--- config.mk ---
export PLATFORM = sky130hd
export DESIGN_NAME = rcb_led_ctrl
export DESIGN_NICKNAME = d
export VERILOG_FILES = /design/src/rtl/rcb_led_pkg.sv /design/src/rtl/rcb_led_chan.sv /design/src/rtl/rcb_led_ctrl.sv
export SDC_FILE = /design/constraint.sdc
export NUM_CORES = 1
export LEC_CHECK = 0
export BUFFER_PORTS_ARGS = -buffer_cell sky130_fd_sc_hd__buf_2
export CAP_MARGIN = 15
export CORE_MARGIN = 3
export CORE_UTILIZATION = 30
export DETAILED_ROUTE_END_ITERATION = 8
export GPL_ROUTABILITY_DRIVEN = 0
export GPL_TIMING_DRIVEN = 0
export HOLD_SLACK_MARGIN = 0.15
export PLACE_DENSITY = 0.47
export SYNTH_ARGS = -nofsm -noshare
export SYNTH_HDL_FRONTEND = slang
export SYNTH_SLANG_ARGS = --single-unit
--- constraint.sdc ---
create_clock -name clk_100m -period 3.62 [get_ports clk_100m]
set_input_delay 0.362 -clock clk_100m [delete_from_list [all_inputs] [get_ports clk_100m]]
set_output_delay 0.362 -clock clk_100m [all_outputs]
set_load 0.01 [all_outputs]
--- src/rtl/rcb_led_pkg.sv ---
// rcb_led_pkg -- shared definitions for the LED/status indicator controller.
//   LED_OFF/LED_ON/LED_BLINK/LED_BURST : 2-bit channel mode encoding (cfg_mode)
//   PULSE/GAP                          : burst sub-state encoding
//   LED_DEF_HALF                       : default half-period after reset (0.5 s in 1 us ticks)
//   max2                               : elaboration-time helper for counter sizing
// Optional build macro used by the other files: RCB_LED_PWM_EN.
package rcb_led_pkg;

   typedef enum logic [1:0] {
      LED_OFF   = 2'd0,
      LED_ON    = 2'd1,
      LED_BLINK = 2'd2,
      LED_BURST = 2'd3
   } led_mode_e;

   typedef enum logic {
      PULSE = 1'b0,
      GAP   = 1'b1
   } burst_st_e;

   localparam logic [23:0] LED_DEF_HALF = 24'd500000;

   function automatic int max2(input int a, input int b);
      return (a > b) ? a : b;
   endfunction

endpackage

--- src/rtl/rcb_led_chan.sv ---
// rcb_led_chan -- one LED channel: mode/half registers, half-period counter,
// burst sequencer and (with RCB_LED_PWM_EN defined) a duty-cycle gate.
// Ports:
//   clk_100m, rst_n : clock, async active-low reset
//   i_tick          : shared 1 us tick (one cycle wide)
//   i_wr            : config write aimed at this channel (already decoded)
//   i_mode, i_half  : new mode and half-period (half 0 is stored as 1)
//   i_duty          : (RCB_LED_PWM_EN) new duty value
//   i_pwm_nxt       : (RCB_LED_PWM_EN) value the shared PWM counter takes next edge
//   o_led           : LED output, active-high
module rcb_led_chan
   import rcb_led_pkg::*;
#(
   parameter int               CNT_W     = 24,
   parameter logic [CNT_W-1:0] DEF_HALF  = CNT_W'(LED_DEF_HALF),
   parameter int               BURST_LEN = 3,
   parameter int               BURST_GAP = 4
)(
   input  logic             clk_100m,
   input  logic             rst_n,
   input  logic             i_tick,
   input  logic             i_wr,
   input  logic [1:0]       i_mode,
   input  logic [CNT_W-1:0] i_half,
`ifdef RCB_LED_PWM_EN
   input  logic [7:0]       i_duty,
   input  logic [7:0]       i_pwm_nxt,
`endif
   output logic             o_led
);

   // r_seq counts toggles in PULSE and elapsed half-periods in GAP
   localparam int               SEQ_W    = $clog2(max2(2*BURST_LEN, BURST_GAP) + 1);
   localparam logic [SEQ_W-1:0] TGL_LAST = SEQ_W'(2*BURST_LEN - 1);
   localparam logic [SEQ_W-1:0] GAP_LAST = SEQ_W'(BURST_GAP - 1);

   led_mode_e        r_mode;
   burst_st_e        r_bst;
   logic [CNT_W-1:0] r_half;
   logic [CNT_W-1:0] r_cnt;
   logic [SEQ_W-1:0] r_seq;
   logic             r_pat;
   logic             w_wrap;

   assign w_wrap = (r_cnt == r_half - CNT_W'(1));

   // A write takes priority over a coincident tick, so the tick is dropped.
   always_ff @(posedge clk_100m or negedge rst_n) begin
      if (!rst_n) begin
         r_mode <= LED_BLINK;
         r_half <= DEF_HALF;
         r_cnt  <= '0;
         r_bst  <= PULSE;
         r_seq  <= '0;
         r_pat  <= 1'b0;
      end else if (i_wr) begin
         r_mode <= led_mode_e'(i_mode);
         r_half <= (i_half == '0) ? CNT_W'(1) : i_half;
         r_cnt  <= '0;
         r_bst  <= PULSE;
         r_seq  <= '0;
         r_pat  <= (led_mode_e'(i_mode) == LED_ON);
      end else if (i_tick && (r_mode == LED_BLINK || r_mode == LED_BURST)) begin
         if (!w_wrap) begin
            r_cnt <= r_cnt + CNT_W'(1);
         end else begin
            r_cnt <= '0;
            if (r_mode == LED_BLINK) begin
               r_pat <= ~r_pat;
            end else if (r_bst == PULSE) begin
               r_pat <= ~r_pat;
               // last toggle of the burst leaves the LED low and opens the gap
               if (r_seq == TGL_LAST) begin
                  r_bst <= GAP;
                  r_seq <= '0;
               end else begin
                  r_seq <= r_seq + SEQ_W'(1);
               end
            end else begin
               if (r_seq == GAP_LAST) begin
                  r_bst <= PULSE;
                  r_seq <= '0;
               end else begin
                  r_seq <= r_seq + SEQ_W'(1);
               end
            end
         end
      end
   end

`ifdef RCB_LED_PWM_EN
   logic [7:0] r_duty;
   logic       r_pwm_on;

   // Gate is computed against next-cycle counter/duty so it lines up with r_pat.
   always_ff @(posedge clk_100m or negedge rst_n) begin
      if (!rst_n) begin
         r_duty   <= 8'hFF;
         r_pwm_on <= 1'b1;
      end else begin
         if (i_wr) r_duty <= i_duty;
         r_pwm_on <= (i_pwm_nxt < (i_wr ? i_duty : r_duty));
      end
   end

   assign o_led = r_pat & r_pwm_on;
`else
   assign o_led = r_pat;
`endif

endmodule

--- src/rtl/rcb_led_ctrl.sv ---
// rcb_led_ctrl -- multi-channel LED/status indicator controller.
// Holds the 1 us prescaler, config decode, cfg_err and (optionally) the shared
// PWM counter; per-channel pattern logic lives in rcb_led_chan.
// Build macro: RCB_LED_PWM_EN adds cfg_duty and per-channel duty gating.
// Ports:
//   clk_100m, rst_n : 100 MHz clock, async active-low reset
//   cfg_wr          : one-cycle config strobe
//   cfg_ch          : target channel index
//   cfg_mode        : 0 OFF, 1 ON, 2 BLINK, 3 BURST
//   cfg_half        : half-period in ticks (0 behaves as 1)
//   cfg_duty        : (RCB_LED_PWM_EN) duty, 8'hFF = 255/256 on
//   cfg_err         : one-cycle pulse on a write to a nonexistent channel
//   tick_1us        : prescaler tick, one cycle wide
//   led             : registered LED outputs, active-high
module rcb_led_ctrl
   import rcb_led_pkg::*;
#(
   parameter int               NUM_CH    = 4,
   parameter int               CNT_W     = 24,
   parameter int               PRESCALE  = 100,
   parameter logic [CNT_W-1:0] DEF_HALF  = CNT_W'(LED_DEF_HALF),
   parameter int               BURST_LEN = 3,
   parameter int               BURST_GAP = 4
)(
   input  logic              clk_100m,
   input  logic              rst_n,
   input  logic              cfg_wr,
   input  logic [3:0]        cfg_ch,
   input  logic [1:0]        cfg_mode,
   input  logic [CNT_W-1:0]  cfg_half,
`ifdef RCB_LED_PWM_EN
   input  logic [7:0]        cfg_duty,
`endif
   output logic              cfg_err,
   output logic              tick_1us,
   output logic [NUM_CH-1:0] led
);

   localparam int               PRE_W    = $clog2(PRESCALE);
   localparam logic [PRE_W-1:0] PRE_LAST = PRE_W'(PRESCALE - 1);
   localparam logic [4:0]       NUM_CH_V = 5'(NUM_CH);

   logic [PRE_W-1:0] r_pre;
   logic             r_tick;
   logic             r_err;
   logic             w_ch_ok;

   assign w_ch_ok = ({1'b0, cfg_ch} < NUM_CH_V);

   always_ff @(posedge clk_100m or negedge rst_n) begin
      if (!rst_n) begin
         r_pre  <= '0;
         r_tick <= 1'b0;
         r_err  <= 1'b0;
      end else begin
         r_tick <= (r_pre == PRE_LAST);
         r_pre  <= (r_pre == PRE_LAST) ? '0 : r_pre + PRE_W'(1);
         r_err  <= cfg_wr & ~w_ch_ok;
      end
   end

   assign tick_1us = r_tick;
   assign cfg_err  = r_err;

`ifdef RCB_LED_PWM_EN
   logic [7:0] r_pwm;
   logic [7:0] w_pwm_nxt;

   assign w_pwm_nxt = r_pwm + 8'd1;

   always_ff @(posedge clk_100m or negedge rst_n) begin
      if (!rst_n) r_pwm <= 8'd0;
      else        r_pwm <= w_pwm_nxt;
   end
`endif

   for (genvar g = 0; g < NUM_CH; g++) begin : g_ch
      logic w_wr;

      assign w_wr = cfg_wr & w_ch_ok & (cfg_ch == 4'(g));

      rcb_led_chan #(
         .CNT_W     (CNT_W),
         .DEF_HALF  (DEF_HALF),
         .BURST_LEN (BURST_LEN),
         .BURST_GAP (BURST_GAP)
      ) u_chan (
         .clk_100m  (clk_100m),
         .rst_n     (rst_n),
         .i_tick    (r_tick),
         .i_wr      (w_wr),
         .i_mode    (cfg_mode),
         .i_half    (cfg_half),
`ifdef RCB_LED_PWM_EN
         .i_duty    (cfg_duty),
         .i_pwm_nxt (w_pwm_nxt),
`endif
         .o_led     (led[g])
      );
   end

endmodule
**Yosys cells after proc, flatten, opt, wreduce, memory -nomap -nowiden**

Cells that the tools add are included.

- Input port bits: 33
- Register bits: 229

- Order comparisons: 1
- Muxes and demuxes: 90
- $add $sub $neg: 13
- Bitwise operators: 11
- Reductions and logical operators: 26
- Equality and inequality tests: 33

Operators with widths:

| operator | count |
|---|---|
| 24-bit 2-to-1 mux | 13 |
| 24-bit by 1-bit adder with 24-bit output, second input constant | 4 |
| 24-bit == test | 4 |
| 24-bit by 1-bit subtractor with 24-bit output, second input constant | 4 |
| 3-bit 2-to-1 mux | 28 |
| 1-bit 2-to-1 mux | 48 |
| 24-bit logical NOT | 1 |
| 3-bit AND reduction | 8 |
| 2-bit == test, second input constant | 8 |
| 2-bit nonzero test | 8 |
| 3-bit by 1-bit adder with 3-bit output, second input constant | 4 |
| 3-bit by 2-bit == test with 1-bit output, second input constant | 4 |
| 3-bit == test, second input constant | 4 |
| 3-bit by 2-bit != test with 1-bit output, second input constant | 4 |
| 4-bit by 2-bit == test with 1-bit output, second input constant | 2 |
| 2-bit by 1-bit != test with 1-bit output, second input constant | 4 |
| 7-bit by 1-bit adder with 7-bit output, second input constant | 1 |
| 7-bit == test, second input constant | 1 |
| 7-bit 2-to-1 mux | 1 |
| 1-bit bitwise AND | 6 |
| 1-bit inverter | 5 |
| 4-bit by 1-bit == test with 1-bit output, second input constant | 1 |
| 1-bit logical AND | 4 |
| 4-bit logical NOT | 1 |
| other kinds (3) | 6 |

**Longest topological paths before layout**

Gate-level depths: netlist (run 1).

- Depth in word-level cells: 7
- Gate-level depth with buffers: 13

**Hierarchy**

A second synthesis (run 1) with hierarchy kept.

- Cell total of the unflattened synthesis: 1524
- Area, all modules: 14452.6 um^2

By module, submodules not included:

| module | seq. area each (um^2) | cells an instance | times used | area an instance (um^2) |
|---|---|---|---|---|
| rcb_led_chan at g_ch[1].u_chan ... | 1386.3 | 370 | 2 | 3520.9 |
| rcb_led_chan at g_ch[0].u_chan | 1386.3 | 384 | 1 | 3547.2 |
| rcb_led_chan at g_ch[3].u_chan | 1386.3 | 361 | 1 | 3448.3 |
| rcb_led_ctrl | 225.2 | 39 | 1 | 415.4 |

**Least setup slack after synthesis (run 1)**

Ideal clock, no wire load.

- Path type: reg-to-reg
- Start: reg g_ch[2].u_chan.r_half[0]
- End: reg g_ch[2].u_chan.r_pat
- Data arrival time: 3.475 ns
- Path buffers: 2
- Library setup time: 0.082 ns
- Path slack: 0.063 ns
- Data required time: 3.538 ns
- Stages on the path, launching flop included: 13
- Cell sequence: dfrtp_1 > inv_1 > ha_1 > or4b_1 > buf_2 > or4_1 > clkbuf_1 > nor4_1 > xnor2_1 > o211ai_1 > or4b_4 > or4_1 > a31oi_1

- Word-level cells in the longest chain between the ends: 4

Ends and longest elaborated chain:

| what | RTL line | text |
|---|---|---|
| start, declared | rcb_led_chan.sv:39 | `logic [CNT_W-1:0] r_half;` |
| start signal, assigned | rcb_led_chan.sv:58 | `r_half <= (i_half == '0) ? CNT_W'(1) : i_half;` |
| 24-bit by 1-bit subtractor with 24-bit output | rcb_led_chan.sv:45 | `assign w_wrap = (r_cnt == r_half - CNT_W'(1));` |
| 24-bit == test | rcb_led_chan.sv:45 |  |
| 2-bit nonzero test (no source line) | -- |  |
| 3-bit AND reduction (no source line) | -- |  |
| end signal, assigned | rcb_led_chan.sv:62 | `r_pat <= (led_mode_e'(i_mode) == LED_ON);` |
| end signal, assigned | rcb_led_chan.sv:69 | `r_pat <= ~r_pat;` |
| end signal, assigned | rcb_led_chan.sv:71 | `r_pat <= ~r_pat;` |
| end, declared | rcb_led_chan.sv:42 | `logic r_pat;` |

No other way between the ends.
A chain may end at the register's enable or synchronous reset.

**Worst setup path in the final report (run 1)**

- Start: reg g_ch[0].u_chan.r_half[2]
- End: reg g_ch[0].u_chan.r_cnt[12]

- Word-level cells in the longest chain between the ends: 5

Ends and longest elaborated chain:

| what | RTL line | text |
|---|---|---|
| start, declared | rcb_led_chan.sv:39 |  |
| start signal, assigned | rcb_led_chan.sv:58 |  |
| 24-bit by 1-bit subtractor with 24-bit output | rcb_led_chan.sv:45 |  |
| 24-bit == test | rcb_led_chan.sv:45 |  |
| 24-bit 2-to-1 mux | rcb_led_chan.sv:64 | `if (!w_wrap) begin` |
| 24-bit 2-to-1 mux | rcb_led_chan.sv:63 | `end else if (i_tick && (r_mode == LED_BLINK \|\| r_mode == LED_BURST)) begin` |
| 24-bit 2-to-1 mux | rcb_led_chan.sv:56 | `end else if (i_wr) begin` |
| end signal, assigned | rcb_led_chan.sv:65 | `r_cnt <= r_cnt + CNT_W'(1);` |
| end, declared | rcb_led_chan.sv:40 | `logic [CNT_W-1:0] r_cnt;` |

No other way between the ends. The select of a mux whose other input is x is not followed.

==> reports/qor.csv, run 1 <==
stage,metric,value,unit
setup_path,"reg-to-reg slack, setup",-5,ps
power_and_ir_drop,leakage power,7.29,nW
timing,Worst-Margin Slew,876,ps
setup_path,reg2reg path depth,11,
timing,Max-slew headroom,41.1,%
clock_tree,H-tree Lvls,1,
synth,post-synthesis async set-or-reset flop share,100,%
drt,top layer used by detailed routing,met4,
setup_path,"Data arrival, critical path",4090,ps
clock_tree,clock sinks,229,
drt,DRT Pass-1 Iters,5,
synth,Gate Count Post-Synth,1690,
drt,routed via count divided by cell count,5.10,
setup_path,startpoint types,register,
synth,Mapped Area,14100,sq um
synth,Post-synth top flop,dfrtp_1,
grt,largest net degree at the start of global routing,112,
cells_and_area,Non-Filler Instances,2433,
cells_and_area,area of the multi-input gates,8270,sq um
grt,first-pass GRT wire length,70000,microns
cells_and_area,layout cells sized above 1,14.2,%
cells_and_area,fillers,4754,
drt,# DRC,0,
grt,vias in the first global route,12200,
status,violated checks,negative setup slack,
placed_design,dpl hpwl,31000,microns
synth,top cell type's share of synthesized area,34.9,%
power_and_ir_drop,VDD IR max,335,uV
die,Std-Cell Rows,78,
synth,count of cell types in the netlist,76,
synth,dominant cell type by area after synthesis,dfrtp_1,
die,Die Area,49700,sq um
setup_path,Crit-path slowest cell,or4b_4,
synth,sequential share of the synthesized area,40.9,%
drt,DR vias,12400,
cells_and_area,# diodes,0,
grt,GR Overflow Total,0,
synth,Post-Syn Area per Cell,8.36,sq um
cells_and_area,fin nets,1870,
synth,number of enable flip-flop cells after synthesis,0,
synth,Synth area leaders,"dfrtp_1 (35%), nand2_1 (10%), xor2_1 (6.6%), xnor2_1 (6.2%), dfstp_2 (6.0%)",
timing,RSZ-0062 raised after global routing,yes,
drt,WL met1,20500,microns
drt,WL final,43400,microns
setup_path,Required @ worst endpoint,4090,ps
setup_path,"slowest stage delay, CP",560,ps
setup_path,reg2reg start,g_ch[0].u_chan.r_half[2]$_DFFE_PN0P_,
clock_tree,Worst-path clk slew,60,ps
status,outcome,finished with violations,
setup_path,Crit. End Element,register,
synth,yosys warns,0,
power_and_ir_drop,Cell Pwr Density,503,nW/um^2
timing,final setup vio count,2,
synth,syn nets,1749,
timing,Final Max Tran Viols,0,
clock_tree,Root Buffer,clkbuf_16,
grt,gr usage total,17.4,%
power_and_ir_drop,total power draw,8.58,mW
min_path,worst hold path type,in -> async,
die,core area,46000,sq um
drt,Antenna Nets Post-Route,0,
grt,antenna violations before repair,0,
timing,TNS Setup,-5.71,ps
setup_path,FF-to-FF End,g_ch[0].u_chan.r_cnt[12]$_DFFE_PN0P_,
die,DIE WIDTH,223,microns
timing,final clock skew,26.4,ps
setup_path,Crit Path Category,reg -> reg,
drt,WL met2,20400,microns
timing,fin crit share,100,%
clock_tree,buffer levels on the longest clock path,3,
setup_path,worst path cell trace,"buf_6, or3_4, or4_4, xnor2_2, or4_4, or4b_4, or4b_4, o21ai_4, buf_12, buf_8, nor2_2",
cells_and_area,area delta synth->final,20.8,%
timing,Period minus WS final,3630,ps
timing,Hold Slack,191,ps
placed_design,placed cell count,2329,
die,initial core utilization,30.7,%
drt,WL/cell,17.8,microns
flow_run,MaxCap Viol Count,0,
synth,Synth Register Bits,229,
timing,FMAX,276,MHz
drt,DRT iter0 DRCs,757,
timing,final hold violations,0,
die,Die H,223,microns
clock_tree,CTS tree,yes,
cells_and_area,register area,5770,sq um
setup_path,Crit Path Max Fanout,6,
placed_design,IO buf count,36,
die,io pins,39,
drt,metal3 WL,1430,microns
timing,worst setup margin,-5.11,ps
clock_tree,cts bufs inserted,29,
clock_tree,Clock Latency Late Sink,580,ps
## per-layer routing
layer  up-vias  track usage (%)
met5         -                0
met4         0             4.72
met3        61             2.05
met1      6066             24.0
met2       213             28.7
li1       6057                -
## report_power, final
| part | leakage, nW | internal, mW | switching, mW | total, mW |
|---|---|---|---|---|
| Combinational | 3.89 | 0.953 | 1.25 | 2.21 |
| Clock | 0.476 | 1.74 | 1.19 | 2.93 |
| Sequential | 2.92 | 2.96 | 0.486 | 3.44 |
## metrics by stage
stage	utilization, %	area [sq um]	worst slack [ps]
2_1_floorplan	-	14100	63.5
3_3_place_gp	32.8	15100	-2260
3_5_place_dp	32.9	15100	-810
4_1_cts	36.6	16800	-147
5_1_grt	37.1	17100	-78.7
6_report	37.1	17100	-5.11
## flip-flops by register name, summed over array words and instances, names as in the netlist
signal,cells
cfg_err,1
g_ch.u_chan.o_led,4
g_ch.u_chan.r_bst,4
g_ch.u_chan.r_cnt,96
g_ch.u_chan.r_half,96
g_ch.u_chan.r_mode,8
g_ch.u_chan.r_seq,12
r_pre,7
tick_1us,1
## cells in the mapped netlist (all sizes together), types with 9 or more instances
cell    number
ha          26
or4         17
or4b        10
nand4       49
dfrtp      197
nand3       54
nand3b      10
o211ai      12
or3         24
and3        22
o21ai       42
buf         15
nand2      392
xnor2      100
dfstp       32
or2         10
inv         46
nor3        43
a21oi       29
nor2       170
nor4        51
nor2b        9
clkbuf      63
xor2       107
mux2i       18
a31oi       10
and2        16
## worst max path at each step
stage	slack (ps)	to	startpoint
2_1_floorplan	60	g_ch[2].u_chan.o_led$_DFFE_PN0P_	g_ch[2].u_chan.r_half[0]$_DFFE_PN0P_
6_report	-5	g_ch[0].u_chan.r_cnt[12]$_DFFE_PN0P_	g_ch[0].u_chan.r_half[2]$_DFFE_PN0P_
5_1_grt	-80	g_ch[0].u_chan.r_cnt[18]$_DFFE_PN0P_	g_ch[0].u_chan.r_half[2]$_DFFE_PN0P_
4_1_cts	-150	g_ch[0].u_chan.r_cnt[18]$_DFFE_PN0P_	g_ch[0].u_chan.r_half[2]$_DFFE_PN0P_
3_5_place_dp	-810	g_ch[1].u_chan.r_cnt[6]$_DFFE_PN0P_	g_ch[1].u_chan.r_half[4]$_DFFE_PN0P_
3_3_place_gp	-2260	g_ch[0].u_chan.r_half[6]$_DFFE_PN0P_	rst_n
## worst max-delay path: cells and delay by family, from the launching register on
kind                      cells  cell delay, ps
DFF                           1             370
and+or+nand+nor               6            2390
xor gates and xnor gates      1             150
AOI/OAI and AO/OA             1             170
buffers and inverters         3             420
## area by class of cell
cell class / count / area share (%)
multi-input combinational: 1337 / 48.5
sequential: 229 / 33.8
timing repair buffer: 97 / 4.71
clock buffer: 38 / 4.63
tap: 600 / 4.40
buffer: 71 / 2.00
inverter: 46 / 1.01
clock inverter: 15 / 0.924
## cells in the final DEF (no fill, tap or decap), drive strengths merged, types with 12 or more instances in the layout
cell type      n
nand2        392
dfrtp        197
nor2         170
xor2         107
xnor2        100
clkbuf        95
buf           83
nand3         54
nor4          51
nand4         49
inv           47
nor3          43
o21ai         42
dfstp         32
a21oi         29
dlygate4sd3   28
ha            26
or3           24
and3          22
mux2i         18
or4           17
and2          16
o211ai        12
## kinds of logic (layout without fill, tap and decap cells)
family          after synthesis  after routing  share of synthesized area [%]
compound gates              171            171                           8.28
xor+xnor                    207            207                           12.8
fa+ha+maj                    26             26                           2.30
buf+inv                     124            267                           3.53
flops                       229            229                           40.9
mux                          18             18                           1.28
simple gates                915            915                           30.9
## what timing repair did
action / in CTS / in global routing
cloned: 2 / 0
setup buffers: 18 / 10
pin swaps: 29 / 24
hold buffers: 28 / 0
endpoints found under the hold margin: 288 / 0
setup endpoints to repair: 110 / 104
gates resized for setup: 76 / 45
No activity file was read; power rests on OpenSTA's default activity.
==> inputs of run 2 (changes only) <==
==> constraint.sdc (replaced) <==
create_clock -name clk_100m -period 3.2 [get_ports clk_100m]
set_input_delay 0.32 -clock clk_100m [delete_from_list [all_inputs] [get_ports clk_100m]]
set_output_delay 0.32 -clock clk_100m [all_outputs]
set_load 0.01 [all_outputs]
==> reports/qor.csv, run 2 (synthesis gave the netlist of run 1 again) <==
stage,metric,value,unit,change
setup_path,Crit. End Element,register,,
die,Std-Cell Rows,78,,unchanged
cells_and_area,Non-Filler Instances,2450,,+0.70%
timing,worst setup margin,-482,ps,-476 ps
timing,Max-slew headroom,44.5,%,+3.4 points
setup_path,reg2reg path depth,11,,unchanged
die,io pins,39,,unchanged
power_and_ir_drop,internal power,6.40,mW,+13%
power_and_ir_drop,Logic pwr share,26.5,%,+0.8 points
placed_design,IO buf count,36,,unchanged
setup_path,"slowest stage delay, CP",550,ps,about the same
cells_and_area,# diodes,0,,unchanged
status,outcome,finished with violations,,
timing,final setup vio count,51,,+49
grt,gr usage total,17.0,%,-0.36 points
clock_tree,buffer levels on the longest clock path,3,,unchanged
grt,first-pass GRT wire length,68800,microns,-1.8%
setup_path,startpoint types,register,,
timing,FMAX,272,MHz,-1.5%
clock_tree,clock sinks,229,,unchanged
drt,DRT iter0 DRCs,966,,+28%
timing,Worst-Margin Slew,830,ps,-45.7 ps
placed_design,placed cell count,2328,,-0.043%
power_and_ir_drop,Cell Pwr Density,557,nW/um^2,+11%
setup_path,Crit Path Max Fanout,6,,unchanged
timing,RSZ-0062 raised after global routing,yes,,
power_and_ir_drop,VDD IR max,515,uV,+53%
status,violated checks,negative setup slack,,
placed_design,dpl hpwl,31100,microns,+0.18%
cells_and_area,Largest regs,"g_ch.u_chan.r_cnt (96), g_ch.u_chan.r_half (96), g_ch.u_chan.r_seq (12)",,
cells_and_area,fin nets,1887,,+0.91%
power_and_ir_drop,clock share of power,32.7,%,-1.4 points
cells_and_area,most frequent cells in the layout,"nand2_1 (386), dfrtp_1 (186), nor2_1 (144), xor2_1 (107), xnor2_1 (98)",,
die,Die H,223,microns,unchanged
cells_and_area,post-route cell area,17500,sq um,+2.8%
die,DIE WIDTH,223,microns,unchanged
timing,fin crit share,115,%,+15 points
drt,WL/cell,17.6,microns,-1.1%
setup_path,Crit Path Category,reg -> reg,,
power_and_ir_drop,leakage power,7.46,nW,+2.4%
setup_path,"Data arrival, critical path",4150,ps,+60 ps
power_and_ir_drop,Sw Ratio,34.6,%,+0.41 points
clock_tree,cts bufs inserted,28,,-3.4%
timing,Hold Slack,227,ps,+35.8 ps
drt,routed via count divided by cell count,5.08,,-0.34%
timing,Period minus WS final,3680,ps,+56.5 ps
drt,metal3 WL,1570,microns,+9.5%
clock_tree,Root Buffer,clkbuf_16,,
timing,Final Max Tran Viols,0,,unchanged
die,Die Area,49700,sq um,unchanged
cells_and_area,area delta synth->final,24.1,%,
clock_tree,Worst-path clk slew,60,ps,about the same
setup_path,FF-to-FF End,g_ch[0].u_chan.r_cnt[19]$_DFFE_PN0P_,,
setup_path,Required @ worst endpoint,3670,ps,-420 ps
grt,GR Overflow Total,0,,unchanged
clock_tree,H-tree Lvls,1,,unchanged
grt,largest net degree at the start of global routing,107,,-4.5%
min_path,worst hold path type,in -> async,,
drt,WL met2,19800,microns,-2.7%
setup_path,"reg-to-reg slack, setup",-480,ps,-480 ps
cells_and_area,layout cells sized above 1,17.8,%,+3.6 points
clock_tree,CTS tree,yes,,
drt,top layer used by detailed routing,met4,,
grt,vias in the first global route,12200,,+0.14%
drt,DR vias,12400,,+0.35%
drt,WL met1,20700,microns,+1.3%
setup_path,Crit. Startpoint,g_ch[0].u_chan.r_half[2]$_DFFE_PN0P_,,
die,initial core utilization,30.7,%,unchanged
timing,final hold violations,0,,unchanged
drt,# DRC,0,,unchanged
placed_design,area of placed instances,15200,sq um,+0.74%
setup_path,"most used cell, CP",or4b_4,,
clock_tree,Clock Latency Late Sink,580,ps,about the same
drt,Antenna Nets Post-Route,0,,unchanged
power_and_ir_drop,Reg power frac,40.8,%,+0.7 points
flow_run,MaxCap Viol Count,0,,unchanged
setup_path,reg2reg start,g_ch[0].u_chan.r_half[2]$_DFFE_PN0P_,,
setup_path,Crit-path slowest cell,or4b_4,,
timing,final clock skew,15.1,ps,-11.3 ps
timing,TNS Setup,-14570,ps,-14560 ps
die,core area,46000,sq um,unchanged
cells_and_area,fillers,4711,,-0.90%
power_and_ir_drop,Sw Pwr,3.38,mW,+15%
setup_path,worst path cell trace,"buf_6, or3_4, or4_4, xnor2_2, or4_1, or4b_4, or4b_4, o21ai_4, buf_12, buf_8, nor2_1",,
drt,DRT Pass-1 Iters,5,,unchanged
grt,antenna violations before repair,0,,unchanged
cells_and_area,"commonest non-fill, non-tap cell in the layout",nand2_1,,
drt,WL final,43200,microns,-0.44%
run 2: cell types whose count changed in the layout (fill, tap and decap cells not counted), sizes merged:
cell and change:
buf +26, bufinv -1, clkbuf -7, clkinv -2
clkinvlp +1
run 2: cell type report:
class	instances	area [sq um]	share of cell area, %
timing repair buffer	124	1030	5.89
inverter	46	173	0.985
multi-input combinational	1337	8540	48.7
clock inverter	13	133	0.756
clock buffer	39	782	4.46
tap	600	751	4.28
buffer	62	337	1.92
sequential	229	5780	33.0
run 2: power groups by stage:
stage               combinational [mW]  sequential [mW]  clock [mW]
floorplan                         1.72             3.72           0
global placement                  2.19             3.91           0
detailed placement                2.25             3.91           0
CTS                               2.47             3.91        3.29
global route                      2.91             4.06        3.39
finish                            2.59             3.98        3.20
run 2: worst max path at each step:
stage                     slack (ps)                              endpoint  cells past startpoint
after global placement         -2550  g_ch[0].u_chan.r_cnt[13]$_DFFE_PN0P_                      1
final                           -480  g_ch[0].u_chan.r_cnt[19]$_DFFE_PN0P_                     11
after global routing            -560  g_ch[0].u_chan.r_cnt[19]$_DFFE_PN0P_                     13
after CTS                       -520  g_ch[0].u_chan.r_cnt[21]$_DFFE_PN0P_                     11
after detailed placement       -1130   g_ch[1].u_chan.r_cnt[7]$_DFFE_PN0P_                     10
after floorplan                 -320      g_ch[0].u_chan.o_led$_DFFE_PN0P_                     11
run 2: timing repair:
item / in CTS / in global routing
setup buffers: 34 / 18
setup endpoints to repair: 115 / 106
pin swaps: 28 / 32
resized for setup: 86 / 97
hold buffers: 28 / 0
cloned: 5 / 0
endpoints found under the hold margin: 267 / 0
run 2: stage by stage:
step / worst slack, ps / total power, mW / util, %
after floorplan: -325 / 5.44 / -
after global placement: -2550 / 6.11 / 33.0
after detailed placement: -1130 / 6.16 / 33.2
after CTS: -524 / 9.67 / 37.2
after global routing: -556 / 10.4 / 38.1
final: -482 / 9.77 / 38.1
run 2: metal layers:
layer / GRT usage, % / vias to the layer above
met5: 0 / -
met2: 27.9 / 195
met4: 3.94 / 0
met1: 23.9 / 6092
met3: 2.13 / 60
li1: - / 6094
run 2: worst max-delay path: cells and delay by family, from the launching register on:
| kind | cells | cell delay (ps) |
|---|---|---|
| compound gates | 1 | 220 |
| simple gates | 6 | 2420 |
| buf+inv | 3 | 400 |
| xor+xnor | 1 | 150 |
| flops | 1 | 370 |
